`src/rtl/muldiv_sequencer.sv`:
```
// Iterative RV32M multiply/divide sequencer: shift-add multiply, restoring divide, XLEN cycles per op.
// Optional MULDIV_FAST_MUL_EN: multiplies finish in one cycle through a single '*' product.
module muldiv_sequencer #(
   parameter int XLEN = 32
) (
   input  logic            clk,
   input  logic            reset,
   input  logic            start,
   input  logic            flush,
   input  logic [2:0]      func3,
   input  logic [XLEN-1:0] op_a,
   input  logic [XLEN-1:0] op_b,
   output logic            busy,
   output logic            done,
   output logic [XLEN-1:0] result,
   output logic [1:0]      state_dbg
);

   typedef enum logic [1:0] {
      IDLE = 2'd0,
      CALC = 2'd1,
      DONE = 2'd2
   } state_t;

   localparam int CW = $clog2(XLEN + 1);

   // Handshake: start is taken only when state is IDLE and flush is low; done is a one-cycle
   // pulse with result valid in that same cycle; busy stalls upstream for the whole CALC phase.

   state_t              state, state_nxt;
   logic [2*XLEN-1:0]   acc, acc_nxt;     // product, or {remainder, quotient}
   logic [XLEN-1:0]     md;               // multiplicand or divisor magnitude
   logic [2:0]          fq;
   logic                sa_q, sb_q;
   logic [CW-1:0]       cnt;

   logic                is_div, a_signed, b_signed, sa, sb;
   logic [XLEN-1:0]     ma, mb;
   logic                div_zero, div_ovf, special, fast, accept;
   logic [XLEN-1:0]     special_res, fast_res, final_res;
   logic [XLEN:0]       sum, trial, diff;
   logic [2*XLEN-1:0]   prod_fix;
   logic [XLEN-1:0]     quot, rem, mul_res, div_res;

   // Operand decode: only the signed flavours look at sign bits, so U ops never negate.
   always_comb begin
      is_div      = func3[2];
      a_signed    = (func3 == 3'b000) || (func3 == 3'b001) || (func3 == 3'b010) ||
                    (func3 == 3'b100) || (func3 == 3'b110);
      b_signed    = (func3 == 3'b000) || (func3 == 3'b001) ||
                    (func3 == 3'b100) || (func3 == 3'b110);
      sa          = a_signed & op_a[XLEN-1];
      sb          = b_signed & op_b[XLEN-1];
      ma          = sa ? -op_a : op_a;
      mb          = sb ? -op_b : op_b;
      div_zero    = is_div && (op_b == '0);
      div_ovf     = is_div && !func3[0] && (op_a == {1'b1, {(XLEN-1){1'b0}}}) && (op_b == '1);
      special     = div_zero || div_ovf;
      special_res = '0;
      if (div_zero)
         special_res = func3[1] ? op_a : '1;
      else if (div_ovf)
         special_res = func3[1] ? '0 : op_a;
      accept      = (state == IDLE) && start && !flush;
   end

`ifdef MULDIV_FAST_MUL_EN
   logic [2*XLEN-1:0] ext_a, ext_b, fast_prod;

   always_comb begin
      ext_a     = {{XLEN{a_signed & op_a[XLEN-1]}}, op_a};
      ext_b     = {{XLEN{b_signed & op_b[XLEN-1]}}, op_b};
      fast_prod = ext_a * ext_b;
      fast_res  = (func3[1:0] == 2'b00) ? fast_prod[XLEN-1:0] : fast_prod[2*XLEN-1:XLEN];
      fast      = !is_div;
   end
`else
   always_comb begin
      fast_res = '0;
      fast     = 1'b0;
   end
`endif

   // One iteration of the datapath plus the sign fix-up of its outcome, which is what gets
   // registered on the final CALC cycle so result is already valid while done is high.
   always_comb begin
      sum   = '0;
      trial = '0;
      diff  = '0;
      if (!fq[2]) begin
         sum     = {1'b0, acc[2*XLEN-1:XLEN]} + (acc[0] ? {1'b0, md} : '0);
         acc_nxt = {sum, acc[XLEN-1:1]};
      end else begin
         trial = acc[2*XLEN-1:XLEN-1];
         diff  = trial - {1'b0, md};
         if (!diff[XLEN])
            acc_nxt = {diff[XLEN-1:0], acc[XLEN-2:0], 1'b1};
         else
            acc_nxt = {trial[XLEN-1:0], acc[XLEN-2:0], 1'b0};
      end
      prod_fix  = (sa_q ^ sb_q) ? -acc_nxt : acc_nxt;
      mul_res   = (fq[1:0] == 2'b00) ? prod_fix[XLEN-1:0] : prod_fix[2*XLEN-1:XLEN];
      quot      = acc_nxt[XLEN-1:0];
      rem       = acc_nxt[2*XLEN-1:XLEN];
      div_res   = fq[1] ? (sa_q ? -rem : rem) : ((sa_q ^ sb_q) ? -quot : quot);
      final_res = fq[2] ? div_res : mul_res;
   end

   always_comb begin
      state_nxt = state;
      case (state)
         IDLE: if (accept) state_nxt = (special || fast) ? DONE : CALC;
         CALC: begin
            if (flush)
               state_nxt = IDLE;
            else if (cnt == CW'(1))
               state_nxt = DONE;
         end
         DONE:    state_nxt = IDLE;
         default: state_nxt = IDLE;
      endcase
   end

   always_ff @(posedge clk) begin
      if (reset) begin
         state  <= IDLE;
         acc    <= '0;
         md     <= '0;
         fq     <= '0;
         sa_q   <= 1'b0;
         sb_q   <= 1'b0;
         cnt    <= '0;
         result <= '0;
      end else begin
         state <= state_nxt;
         if (accept) begin
            fq   <= func3;
            sa_q <= sa;
            sb_q <= sb;
            cnt  <= CW'(XLEN);
            if (is_div) begin
               acc <= {{XLEN{1'b0}}, ma};
               md  <= mb;
            end else begin
               acc <= {{XLEN{1'b0}}, mb};
               md  <= ma;
            end
            if (special)
               result <= special_res;
            else if (fast)
               result <= fast_res;
         end else if ((state == CALC) && !flush) begin
            acc <= acc_nxt;
            cnt <= cnt - CW'(1);
            if (cnt == CW'(1))
               result <= final_res;
         end
      end
   end

   assign busy      = (state == CALC);
   assign done      = (state == DONE);
   assign state_dbg = state;

endmodule
```
`config.mk`:
```
export PLATFORM = sky130hd
export DESIGN_NAME = muldiv_sequencer
export DESIGN_NICKNAME = d
export VERILOG_FILES = /design/src/rtl/muldiv_sequencer.sv
export SDC_FILE = /design/constraint.sdc
export NUM_CORES = 1
export LEC_CHECK = 0
export CORE_MARGIN = 1
export CORE_UTILIZATION = 55
export DETAILED_ROUTE_END_ITERATION = 12
export PLACE_DENSITY = 0.73
export SETUP_SLACK_MARGIN = 0.5
export SYNTH_ARGS = -nofsm -noshare
export SYNTH_HDL_FRONTEND = slang
export SYNTH_SLANG_ARGS = --single-unit
```
`constraint.sdc`:
```
create_clock -name clk -period 11.7 [get_ports clk]
set_input_delay 2.34 -clock clk [delete_from_list [all_inputs] [get_ports clk]]
set_output_delay 2.34 -clock clk [all_outputs]
set_load 0.05 [all_outputs]
```
; ---- Word-level counts from Yosys, hierarchy flattened
; Cells that the tools add are included.
[totals]
output_inout_bits = 36
ff_bits = 141
word_cells = 87
inputBits = 71
[classes]
addsub = 8
n_bitwise = 3
mux = 30
n_reduce_logical = 25
n_eq_ne = 12
[ops]
columns = op, n
row1 = 32-bit two-way mux, 18
row2 = 64-bit two-way mux, 5
row3 = 32-bit negator, 4
row4 = 32-bit equality test (second input constant), 2
row5 = 64-bit negator, 1
row6 = 32-bit by 32-bit adder with 33-bit output, 1
row7 = 33-bit by 32-bit subtractor with 33-bit output, 1
row8 = 32-bit logical NOT, 1
row9 = 6-bit two-way mux, 2
row10 = 2-bit two-way mux, 4
row11 = 1-bit logical AND, 7
row12 = 1-bit logical OR, 7
row13 = 3-bit equality test (second input constant), 2
row14 = 6-bit by 1-bit equality test with 1-bit output (second input constant), 1
row15 = 6-bit by 1-bit subtractor with 6-bit output (second input constant), 1
row16 = 2-bit logical NOT, 2
row17 = 2-bit != test (second input constant), 2
row18 = 2-bit one-hot mux with 2 select lines, 1
row19 = 2-bit nonzero test, 2
row20 = 3-bit by 1-bit equality test with 1-bit output (second input constant), 1
row21 = 3-bit by 2-bit equality test with 1-bit output (second input constant), 1
row22 = 3-bit logical NOT, 1
row23 = 3-bit by 2-bit != test with 1-bit output (second input constant), 1
row24 = 3-bit AND reduction, 1
row25 = other kinds (7), 9

; ---- Logic depth before layout (Yosys ltp)
[logic_depth]
depth_word = 10
mapped_depth = 23
ltp_nobuf = 20

; ---- Worst setup path after synthesis
; Ideal clock, no wire load.
[synth_timing]
path_type = in2reg
start = in op_a[6]
end = reg acc[29]
path_buffers = 0
path_slack_ps = 6320
cell_stages = 12
setup_time_ps = 132
required_time_ps = 11568
arrival_ps = 5247
cell_sequence = or4_1 or2_1 or3_1 or3b_1 or4_1 nor3_1 nand2_1 o21ai_1 xnor2_1 or2_1 o211ai_1 a21oi_1
[synth_between]
elab_chain_cells = 4
[synth_rtl]
columns = element, line_no
row1 = start: declaration, 11  ; input logic [XLEN-1:0] op_a,
row2 = 32-bit negator, 54  ; ma = sa ? -op_a : op_a;
row3 = 32-bit two-way mux, 54
row4 = 32-bit two-way mux, 141  ; if (is_div) begin
row5 = 64-bit two-way mux, 136  ; if (accept) begin
row6 = end signal: assignment, 142  ; acc <= {{XLEN{1'b0}}, ma};
row7 = end signal: assignment, 145  ; acc <= {{XLEN{1'b0}}, mb};
row8 = end signal: assignment, 153  ; acc <= acc_nxt;
row9 = end: declaration, 31  ; logic [2*XLEN-1:0] acc, acc_nxt;
; Every way passes these cells.
; A chain may end at the register's enable or synchronous reset.

; ---- Worst setup path after layout
[layout_timing]
start = reg acc[31]
end = reg result[20]
[layout_between]
elab_chain_cells = 10
elab_cells_between_ends = 15
classes_between = 4 x add/sub / 11 x mux
[layout_rtl]
columns = element, line_no
row1 = 33-bit by 32-bit subtractor with 33-bit output, 95  ; diff = trial - {1'b0, md};
row2 = 64-bit two-way mux, 96  ; if (!diff[XLEN])
row3 = 64-bit two-way mux *, 90  ; if (!fq[2]) begin
row4 = 64-bit negator or 32-bit negator (tied branches), "101, 105"
row5 = 64-bit two-way mux or 32-bit two-way mux (tied branches), "101, 105"
row6 = 32-bit two-way mux (on tied branches), "102, 105"
row7 = 32-bit two-way mux *, 106  ; final_res = fq[2] ? div_res : mul_res;
row8 = 32-bit two-way mux *, 155  ; if (cnt == CW'(1))
row9 = 32-bit two-way mux *, 152  ; end else if ((state == CALC) && !flush) begin
row10 = 32-bit two-way mux *, 136
row11 = end signal: assignment, 149  ; result <= special_res;
row12 = end signal: assignment, 151  ; result <= fast_res;
row13 = end signal: assignment, 156  ; result <= final_res;
row14 = end: declaration, 15  ; output logic [XLEN-1:0] result,
; Mark *: on every way between the ends. The rest lies on a longest branch, timed or not. The select of a mux whose other input is x is not followed.

==> impl_metrics.env <==
export IMPL_grt_max_degree=89
export IMPL_setup_viol=0
export IMPL_num_rows=63
export IMPL_max_slew_margin_pct=8.96
export IMPL_antenna_left=0
export IMPL_fin_ws_ns=5.08
export IMPL_avgSynthCellArea_sq_um=6.91
export IMPL_slew_violations=0
export IMPL_grtUsageTotal_pct=47.2
export IMPL_cp_end_kind="register"
export IMPL_combinationalPowerShare_pct=39.8
export IMPL_syn_nets=2533
export IMPL_hold_viol=0
export IMPL_cp_start_kind="register"
export IMPL_tightest_slew_ns=1.36
export IMPL_wl_mm=73.6
export IMPL_p_leak_nw=6.63
export IMPL_power_density_mw_per_mm2=97.5
export IMPL_ys_seq_area_share_pct=17.1
export IMPL_dp_hpwl_mm=56.3
export IMPL_dieArea_sq_mm=0.0307
export IMPL_fin_crit_ns=6.62
export IMPL_power_frac_clock_pct=30.4
export IMPL_routed_via_count=19800
export IMPL_cap_violations=0
export IMPL_power_frac_seq_pct=29.8
export IMPL_p_switching_w=0.000775
export IMPL_cts_sinks=141
export IMPL_synthCells=2389
export IMPL_n_antenna_cell=0
export IMPL_tns_ns=0
export IMPL_cts_root_buf="clkbuf_16"
export IMPL_postCtsSetupRepairBufs=0
export IMPL_p_int_w=0.00100
export IMPL_vias_per_cell=7.09
export IMPL_ir_worst_vdd_mv=0.105
export IMPL_rsz0062_at_grt="false"
export IMPL_drc=0
export IMPL_post_place_ws_ns=5.17
export IMPL_finalClockSkew_ns=0.0151
export IMPL_htreeDepth=4
export IMPL_worstPathArrival_ns=6.98
export IMPL_cts_inserted_buffers=17
export IMPL_fin_nets=2536
export IMPL_worstPathMaxFanout=12
export IMPL_fp_coreArea_sq_mm=0.0296
export IMPL_start_util_pct=55.8
export IMPL_hold_path_class="reg -> reg"
export IMPL_drive_above_1_share_pct=5.62
export IMPL_ys_flop_type="dfxtp_1"
export IMPL_drtPass1Iterations=6
export IMPL_status="complete, no violations"
export IMPL_wl_per_cell_um=26.3
export IMPL_grt_pass1_wl_mm=110
export IMPL_gp_congestion=1.09
export IMPL_cts_tree="done"
export IMPL_die_y_um=175
export IMPL_grt_pass1_vias=18000
export IMPL_antenna_found_initial=2
export IMPL_io_buffers=106
export IMPL_num_io_pins=107
export IMPL_drtIter0Drc=2885
export IMPL_die_width_um=175
export IMPL_period_share_pct=56.6
export IMPL_yosys_warnings=0
export IMPL_timing_fmax_ghz=0.151
export IMPL_area_growth_pct=10.6
export IMPL_syn_cell_area_sq_mm=0.0165
export IMPL_synthDistinctLibCells=104
export IMPL_clockBufferDepth=2
export IMPL_switching_share_pct=43.5
export IMPL_ys_async_sr_fraction_pct=0
export IMPL_clock_latency_ns=0.46
export IMPL_setup_worst_path_class="reg -> reg"
export IMPL_yosys_register_bits=141
export IMPL_clkTransAtPathRegs_ns=0.07
export IMPL_grt_overflow_total=0
export IMPL_cts_resized=0
export IMPL_synth_edf_count=0
export IMPL_worstPathRequired_ns=12.06
export IMPL_ctsHoldBuffers=0
power by group through the flow:
stage	clock, W	sequential (W)	combinational (W)
after floorplan	0	0.000528	0.000446
after global placement	0	0.000537	0.000662
after detailed placement	0	0.000538	0.000670
after CTS	0.000534	0.000527	0.000674
after global routing	0.000557	0.000531	0.000741
final	0.000542	0.000530	0.000708
state kept, by name (all words and copies together) (netlist names):
| name | count |
|---|---|
| acc | 64 |
| cnt | 6 |
| fq | 3 |
| md | 32 |
| result | 32 |
| sa_q | 1 |
| sb_q | 1 |
| state_dbg | 2 |
routing by layer:
layer,vias to the layer above,global-route usage (%),part of all wire (%)
li1,8822,-,-
met5,-,0,0.023
met2,1407,70.8,42
met1,9267,57.7,38
met3,325,13.4,12
met4,2,34.1,7.9
path summary, 6_finish.rpt:
check | cells after the start | slack, ns | to | start
hold reg to reg | 2 | 0.46 | result[19] | result[19]
setup / recovery | 19 | 5.08 | result[20] | acc[31]
setup reg to reg | 19 | 5.08 | result[20] | acc[31]
hold / removal | 2 | 0.46 | result[19] | result[19]
layout make-up:
cell class / instances / area, sq um
timing repair buffer: 137 / 1290
sequential: 141 / 2830
clock inverter: 12 / 101
inverter: 72 / 270
multi-input combinational: 2023 / 12800
clock buffer: 19 / 443
fill: 2767 / 11300
tap: 390 / 488
metrics by stage:
| stage | total power [W] | cell area, sq um | hold slack (ns) | cells | utilization, % |
|---|---|---|---|---|---|
| 4_1_cts | 0.00174 | 18200 | 0.465 | 2794 | 61.7 |
| 5_1_grt | 0.00183 | 18200 | 0.489 | 2794 | 61.7 |
| 2_1_floorplan | 0.000974 | 16500 | 0.440 | 2389 | - |
| 3_3_place_gp | 0.00120 | 17700 | 0.454 | 2763 | 59.9 |
| 6_report | 0.00178 | 18200 | 0.464 | 2794 | 61.7 |
| 3_5_place_dp | 0.00121 | 17700 | 0.452 | 2763 | 59.9 |
cells by family after synthesis:
kind of cell,Yosys count,synth area share [%]
AOI/OAI and AO/OA,791,31.7
DFF,141,17.1
muxes,65,4.01
buffers and inverters,225,5.49
xor gates and xnor gates,166,8.81
adders and majority gates,73,5.63
and+or+nand+nor,928,27.3
critical path: stages (launching register included):
cell	delay, ns
dfxtp_1	0.45
inv_1	0.13
ha_1	0.24
fa_1	0.43
nand2b_1	0.20
a21oi_1	0.25
o21ai_0	0.32
a21oi_2	0.40
a2111oi_4	0.05
buf_4	0.22
nor2_1	0.30
ha_1	0.27
o21ai_0	0.20
or2_2	0.36
nor3_1	0.58
nand3_1	0.70
nor4_1	0.77
o21ai_0	0.19
a21o_1	0.23
a211oi_1	0.21
synth_stat cells (10+ instances only):
cell type  instances  area [sq um]
or2_2             11          68.8
a21oi_1          224          1120
nand2_1          301          1130
o21a_1            19           143
mux2i_1           58           581
o211ai_1         101           758
and3_1            22           138
o21ai_1           10          50.1
nor2_1           235           882
a211oi_1          38           285
nand2b_1          18           113
ha_1              71           888
inv_1             70           263
nand4_1           28           175
o21ai_0          144           721
a311oi_1          11          96.3
xnor2_1          104           911
buf_1             10          37.5
xor2_1            62           543
a22oi_1           20           150
a21o_1            19           143
o31ai_1           27           203
and2_1            47           294
dfxtp_1          141          2820
a31oi_1           37           231
or3_1             28           175
nor2b_1           24           150
nor4_1            21           131
and4_1            10          87.6
nand3_1           44           220
o21bai_1          13          97.6
clkbuf_1         116           435
nor3_1            90           450
buf_2             19          95.1
cell usage in the layout, fill, tap and decap left out, types with 70 or more instances in the layout:
master,n
nand2_1,301
nor2_1,233
a21oi_1,224
o21ai_0,144
dfxtp_1,140
clkdlybuf4s50_1,104
xnor2_1,103
o211ai_1,101
nor3_1,88
ha_1,71
inv_1,70
Power figures use the tool's default switching activity.
